===== config.mk =====
export PLATFORM = sky130hd
export DESIGN_NAME = user_flash_arbiter
export DESIGN_NICKNAME = d
export VERILOG_FILES = /design/src/rtl/user_flash_arbiter.sv
export SDC_FILE = /design/constraint.sdc
export NUM_CORES = 1
export LEC_CHECK = 0
export ABC_AREA = 1
export CELL_PAD_IN_SITES_DETAIL_PLACEMENT = 1
export CELL_PAD_IN_SITES_GLOBAL_PLACEMENT = 1
export CORE_MARGIN = 1
export CORE_UTILIZATION = 38
export CTS_CLUSTER_DIAMETER = 200
export DETAILED_ROUTE_END_ITERATION = 8
export GPL_ROUTABILITY_DRIVEN = 1
export PLACE_DENSITY = 0.77
export SYNTH_ARGS = -nofsm -noshare
export SYNTH_HDL_FRONTEND = slang
export SYNTH_SLANG_ARGS = --single-unit

===== constraint.sdc =====
create_clock -name wb_clk_i -period 5.5 [get_ports wb_clk_i]
set_input_delay 0.55 -clock wb_clk_i [delete_from_list [all_inputs] [get_ports wb_clk_i]]
set_output_delay 0.55 -clock wb_clk_i [all_outputs]
set_load 0.02 [all_outputs]

===== src/rtl/user_flash_arbiter.sv =====
// Two-port round-robin arbiter in front of a single-bit SPI flash: each grant runs one
// READ (opcode, 24-bit address, 4 data bytes) and returns a little-endian 32-bit word.
module user_flash_arbiter #(
    parameter int         CLK_DIV  = 2,
    parameter logic [7:0] READ_CMD = 8'h03
) (
    input  logic        wb_clk_i,
    input  logic        wb_rst_i,
    input  logic        req0_valid,
    input  logic [23:0] req0_addr,
    output logic        req0_ready,
    output logic        rsp0_valid,
    output logic [31:0] rsp0_data,
    input  logic        req1_valid,
    input  logic [23:0] req1_addr,
    output logic        req1_ready,
    output logic        rsp1_valid,
    output logic [31:0] rsp1_data,
    output logic        spi_csb_o,
    output logic        spi_clk_o,
    output logic        spi_mosi_o,
    input  logic        spi_miso_i,
    output logic        busy_o,
    output logic        grant_o
);

    localparam int            DW       = (CLK_DIV > 1) ? $clog2(CLK_DIV) : 1;
    localparam logic [DW-1:0] DIV_LAST = DW'(CLK_DIV - 1);

    typedef enum logic [2:0] {
        IDLE,
        CS_SETUP,
        CMD,
        ADDR,
        DATA,
        CS_HOLD,
        RESP
    } state_t;

    state_t        state_q, state_d;
    logic [DW-1:0] div_q, div_d;
    logic          half_q, half_d;
    logic [5:0]    bit_q, bit_d;
    logic [31:0]   tx_q, tx_d;
    logic [31:0]   rx_q, rx_d;
    logic          grant_q, grant_d;
    logic [31:0]   rsp0_data_q, rsp0_data_d;
    logic [31:0]   rsp1_data_q, rsp1_data_d;

    logic sel;
    logic accept;
    logic last_div;
    logic in_bits;

    // Tie goes to the port that did not own the previous transfer.
    always_comb begin
        if (req0_valid && req1_valid) begin
            sel = ~grant_q;
        end else begin
            sel = req1_valid;
        end
        accept = (state_q == IDLE) && (req0_valid || req1_valid) && !wb_rst_i;
    end

    assign last_div = (div_q == DIV_LAST);
    assign in_bits  = (state_q == CMD) || (state_q == ADDR) || (state_q == DATA);

    always_comb begin
        state_d     = state_q;
        div_d       = div_q;
        half_d      = half_q;
        bit_d       = bit_q;
        tx_d        = tx_q;
        rx_d        = rx_q;
        grant_d     = grant_q;
        rsp0_data_d = rsp0_data_q;
        rsp1_data_d = rsp1_data_q;

        case (state_q)
            IDLE: begin
                if (accept) begin
                    grant_d = sel;
                    tx_d    = {READ_CMD, (sel ? req1_addr : req0_addr)};
                    div_d   = '0;
                    half_d  = 1'b0;
                    bit_d   = '0;
                    state_d = CS_SETUP;
                end
            end
            CS_SETUP: begin
                if (last_div) begin
                    div_d   = '0;
                    state_d = CMD;
                end else begin
                    div_d = div_q + DW'(1);
                end
            end
            CMD, ADDR, DATA: begin
                // MISO is captured in the first cycle of the SCK-high half.
                if ((state_q == DATA) && half_q && (div_q == '0)) begin
                    rx_d = {rx_q[30:0], spi_miso_i};
                end
                if (!last_div) begin
                    div_d = div_q + DW'(1);
                end else begin
                    div_d  = '0;
                    half_d = ~half_q;
                    if (half_q) begin
                        tx_d = {tx_q[30:0], 1'b0};
                        if (bit_q == 6'd63) begin
                            bit_d   = '0;
                            state_d = CS_HOLD;
                        end else begin
                            bit_d = bit_q + 6'd1;
                            if (bit_q == 6'd7) begin
                                state_d = ADDR;
                            end else if (bit_q == 6'd31) begin
                                state_d = DATA;
                            end
                        end
                    end
                end
            end
            CS_HOLD: begin
                if (!last_div) begin
                    div_d = div_q + DW'(1);
                end else begin
                    div_d  = '0;
                    half_d = ~half_q;
                    if (half_q) begin
                        // First flash byte lands in the least significant byte.
                        if (grant_q) begin
                            rsp1_data_d = {rx_q[7:0], rx_q[15:8], rx_q[23:16], rx_q[31:24]};
                        end else begin
                            rsp0_data_d = {rx_q[7:0], rx_q[15:8], rx_q[23:16], rx_q[31:24]};
                        end
                        state_d = RESP;
                    end
                end
            end
            RESP: begin
                state_d = IDLE;
            end
            default: begin
                state_d = IDLE;
            end
        endcase
    end

    always_ff @(posedge wb_clk_i or posedge wb_rst_i) begin
        if (wb_rst_i) begin
            state_q     <= IDLE;
            div_q       <= '0;
            half_q      <= 1'b0;
            bit_q       <= '0;
            tx_q        <= '0;
            rx_q        <= '0;
            grant_q     <= 1'b1;
            rsp0_data_q <= '0;
            rsp1_data_q <= '0;
        end else begin
            state_q     <= state_d;
            div_q       <= div_d;
            half_q      <= half_d;
            bit_q       <= bit_d;
            tx_q        <= tx_d;
            rx_q        <= rx_d;
            grant_q     <= grant_d;
            rsp0_data_q <= rsp0_data_d;
            rsp1_data_q <= rsp1_data_d;
        end
    end

    // Pad outputs decode straight from state so reset forces CSB high / SCK low at once.
    assign spi_csb_o  = !((state_q == CS_SETUP) || in_bits);
    assign spi_clk_o  = in_bits && half_q;
    assign spi_mosi_o = ((state_q == CS_SETUP) || (state_q == CMD) || (state_q == ADDR)) && tx_q[31];

    assign req0_ready = accept && !sel;
    assign req1_ready = accept && sel;
    assign rsp0_valid = (state_q == RESP) && !grant_q;
    assign rsp1_valid = (state_q == RESP) && grant_q;
    assign rsp0_data  = rsp0_data_q;
    assign rsp1_data  = rsp1_data_q;
    assign busy_o     = (state_q != IDLE);
    assign grant_o    = grant_q;

endmodule


Word level (Yosys, flattened, before mapping)
Cells that the tools add are included.

operators by class
  equal/unequal tests = 17
  bitwise logic cells = 3
  multiplexer cells = 26
  add/subtract/negate cells = 2
  reduce and logical (&&, ||, !) cells = 37

operators with widths
  cell                 number
  $mux 32              3
  $pmux 32 s2          1
  $mux 3               9
  $mux 24              1
  $mux 6               4
  $ne 2x2->1 const B   6
  $pmux 3 s4           1
  $pmux 6 s2           1
  $reduce_and 4->1     3
  $logic_and 1x1->1    11
  $eq 3x3->1 const B   3
  $reduce_and 7->1     1
  $add 6x1->6 const B  1
  $eq 3x2->1 const B   2
  $eq 6x3->1 const B   1
  $eq 6x5->1 const B   1
  $eq 6x6->1 const B   1
  $logic_or 1x1->1     6
  $reduce_and 2->1     3
  $reduce_bool 2->1    3
  $reduce_or 5->1      1
  $logic_not 1->1      4
  $mux 1               4
  $ne 4x4->1 const B   1
  10 further kinds     13

word-level totals
  logic and storage cells = 94
  input bits = 53
  output and inout bits = 73
  flip-flop bits (word level) = 140

Longest topological paths before layout
  word-level depth = 7
  mapped depth = 11

Worst setup path after synthesis
No wires, ideal clock.

  kind = input port to output port
  start point = input wb_rst_i
  end point = output req0_ready
  data required time = 4.950 ns
  buffers on the path = 0
  data arrival time = 4.560 ns
  setup slack = 0.390 ns
  stages on the path = 5
  cells stage by stage = inv_1 -> o21ai_0 -> inv_1 -> nand2_1 -> nor2_1

on the way
  word-level cells in the longest chain between the ends = 3

ends and longest elaborated chain
  item                       RTL line  source
  from (decl)                8         input logic wb_rst_i,
  $logic_not 1->1 (no line)  -
  $logic_and 1x1->1          62        accept = (state_q == IDLE) && (req0_valid || req1_valid) && !wb_rst_i;
  $logic_and 1x1->1          179       assign req0_ready = accept && !sel;
  to (decl)                  11        output logic req0_ready,

No other way between the ends.

Worst setup path after layout
  start point = register state_q[2]
  end point = output spi_clk_o

on the way
  word-level cells in the longest chain between the ends = 4

ends and longest elaborated chain
  item                    RTL line  source
  from (decl)             40        state_t state_q, state_d;
  from (signal assigned)  162       state_q <= state_d;
  $eq 3x2->1              66        assign in_bits = (state_q == CMD) || (state_q == ADDR) || (state_q == DATA);
  $logic_or 1x1->1        66
  $logic_or 1x1->1 (*)    66
  $logic_and 1x1->1 (*)   176       assign spi_clk_o = in_bits && half_q;
  to (decl)               20        output logic spi_clk_o,

Mark *: on every way between the ends. The rest lies on a longest branch, timed or not.

==> metrics.md <==
| Metric | Value |
|---|---|
| GPL Wtd Cong | `0.776` |
| Worst-path fanout max | `67` |
| Rows | `45` |
| # clock sinks | `140` |
| Worst hold path type | `reg -> reg` |
| Critical Path RT | `4.95 ns` |
| Share of cells above drive strength 1 | `0.0487` |
| Internal reg-to-reg setup slack | `2.12 ns` |
| Final worst-path cycle share | `0.675` |
| Lkg Pwr | `around 3.7 nW` |
| RSZ-0062 raised after global routing | `false` |
| Clk_lat worst skew | `around 0.42 ns` |
| I/O pin count | `approximately 130` |
| Least-Margin Pin Slew | `1.23 ns` |
| Mapped Area | `slightly above 6000 um2` |
| Post-synthesis net count | `793` |
| TritonCTS Buffers | `17` |
| Synthesized area per cell | `8.18 um2` |
| Hold wc startpoint | `tx_q[8]` |
| Fin. Hold Viols | `0` |
| H-tree levels | `4` |
| Crit path kind | `reg -> out` |
| CP cell instances | `inv_2 -> ha_1 -> inv_1 -> nand2_2 -> inv_1 -> nor2_1 -> clkdlybuf4s50_1` |
| # hold bufs at CTS | `0` |
| Final Skew | `0.00606 ns` |
| Die width | `~130 um` |
| Max VDD drop | `0.000226 V` |
| Wire per inst | `15.6 um` |
| PostCTS Resize Cnt | `0` |
| Sum Neg Setup Slack | `0 ns` |
| Min Clock Period, post-route | `3.71 ns` |
| Vias in the first global route | `roughly 5700` |
| Critical path arrival | `about 3.2 ns` |
| Hold path depth | `2` |
| Vias/cell | `a little under 5` |
| Highest Clock Rate | `between 200 and 300 MHz` |
| Pwr dens | `505 nW/um2` |
| Final worst setup slack | `around 1.8 ns` |
| Inserted Diodes | `0` |
| Initial drt markers | `roughly 250` |
| Via count | `5234` |
| Synth warnings | `0` |
| Area delta synth->final | `33.4%` |
| Worst slack at placement | `1.93 ns` |
| IO Port Bufs | `125` |
| GR Overflow Total | `0` |
| Register area share after synthesis | `0.581` |
| Post-route DRC | `0` |
| CP startpoint kind | `flip-flop` |
| Synthesized instance count | `between 700 and 800` |
| Initial Util | `0.392` |
| First-pass GRT wire length | `27900 um` |
| Final setup fails | `0` |
| CTS tree | `yes` |
| Final HPWL DP | `10800 um` |
| Placeable Area | `~15000 um2` |
| Status | `finished, final reports clean` |
| Fin nets | `slightly above 900` |
| Hold path endpoint | `tx_q[8]` |
| Crit-path max cell delay | `0.85 ns` |
| Post-Route WL | `between 15000 and 20000 um` |
| Reg2Reg Depth | `9` |
| Die area | `16400 um2` |
| Total global-route track usage | `0.220` |
| Slowest-stage cell, CP | `nand2_2` |
| Synth Register Bits | `140` |
| Netlist cell types | `18` |
| Antenna violations before repair | `0` |
| Postcts setup bufs | `0` |
| Final Slew Violations | `0` |
| Reg2reg start | `state_q[2]` |
| Drt first pass iters | `4` |
| Die Height | `128 um` |
| RR Endpoint | `tx_q[7]` |
| Crit end category | `output port` |
| Worst path most repeated cell | `inv_1` |
| Pin count of the biggest net entering global routing | `84` |
| Slew headroom | `0.180` |
| CTS root buf | `clkbuf_16` |
| Max-Cap Viols | `0` |
| CTS Buffer Depth | `2` |
| Reg clk slew, reported paths | `0.06 ns` |
| Routed Antenna Nets | `0` |
critical path: cells and delay by family (launching register included):
kind	cells	cell delay [ns]
adder cells (fa/ha/maj)	1	0.17
AND/OR/NAND/NOR	2	1.03
flip-flops	1	0.44
buffers and inverters	4	1.09
per-layer routing:
metal	vias to the layer above	global-route usage	wire length [um]
li1	2540	-	-
met2	104	0.371	8180
met5	-	0	0
met3	16	0.0643	873
met1	2574	0.267	7470
met4	0	0.0775	209
synth_stat cells:
library cell  number  area share
nand2_1          243        0.15
dfrtp_1          139        0.58
o21ai_0          107       0.089
nor2_1           101       0.063
inv_1             49       0.030
a21oi_1           37       0.031
clkbuf_1          19       0.012
buf_2             17       0.014
nand3_1           10      0.0083
nand4_1            4      0.0041
ha_1               3      0.0062
inv_2              2      0.0012
dfstp_2            1      0.0044
nand2_2            1      0.0010
nand4_2            1      0.0021
nor2_2             1      0.0010
nor4_4             1      0.0035
o211ai_1           1      0.0012
through the flow:
| stage | hold slack (ns) | instance area [um2] | cells | utilization | total power [mW] |
|---|---|---|---|---|---|
| after CTS | 0.481 | 8050 | 1073 | 0.524 | 4.10 |
| after global routing | 0.500 | 8050 | 1073 | 0.524 | 4.31 |
| after detailed placement | 0.465 | 7430 | 1042 | 0.484 | 2.89 |
| after floorplan | 0.449 | 6030 | 737 | - | 2.32 |
| after global placement | 0.463 | 7430 | 1042 | 0.484 | 2.81 |
| final | 0.479 | 8050 | 1073 | 0.524 | 4.07 |
state kept, by name (all words and copies together), names as in the netlist:
signal and count:
bit_q 6, half_q 1, rx_q 32, grant_o 1
tx_q 32, state_q 3, div_q 1, rsp0_data 32
rsp1_data 32
layout by cell type, fill, tap and decap left out, drive strengths merged:
master         instances
nand2                244
dfrtp                139
clkdlybuf4s50        125
o21ai                107
nor2                 102
inv                   51
a21oi                 37
clkbuf                25
nand3                 10
buf                    5
nand4                  5
ha                     3
bufinv                 3
clkinv                 2
nor4                   1
o211ai                 1
clkinvlp               1
dfstp                  1
cell type report:
class | instances | area [um2]
clock buffers | 25 | 505
well taps | 211 | 264
inverters | 51 | 196
fillers | 1822 | 7320
multi-input cells | 510 | 2180
clock inverters | 6 | 108
flip-flops and latches | 140 | 3500
repair buffers | 130 | 1290
cells by family after synthesis:
logic type               share of synthesized area
adder cells (fa/ha/maj)                    0.00622
AND/OR/NAND/NOR                              0.234
flip-flops                                   0.581
AO/OA/AOI/OAI                                0.121
buffers and inverters                       0.0577
power breakdown:
part	total, mW	internal [mW]	switching (mW)
Clock	1.19	0.770	0.421
Sequential	1.46	1.29	0.165
Combinational	1.42	0.527	0.889
worst max-delay path by stage:
stage                     cells after the start         end        from  slack, ns
after floorplan                               5  req0_ready    wb_rst_i       0.39
after global placement                       10    tx_q[23]    wb_rst_i       2.12
after detailed placement                     10    tx_q[15]    wb_rst_i       1.93
after CTS                                     7   spi_clk_o  state_q[2]       1.73
after global routing                          7   spi_clk_o  state_q[2]       1.50
final                                         7   spi_clk_o  state_q[2]       1.79
No activity file was read; power rests on OpenSTA's default activity.
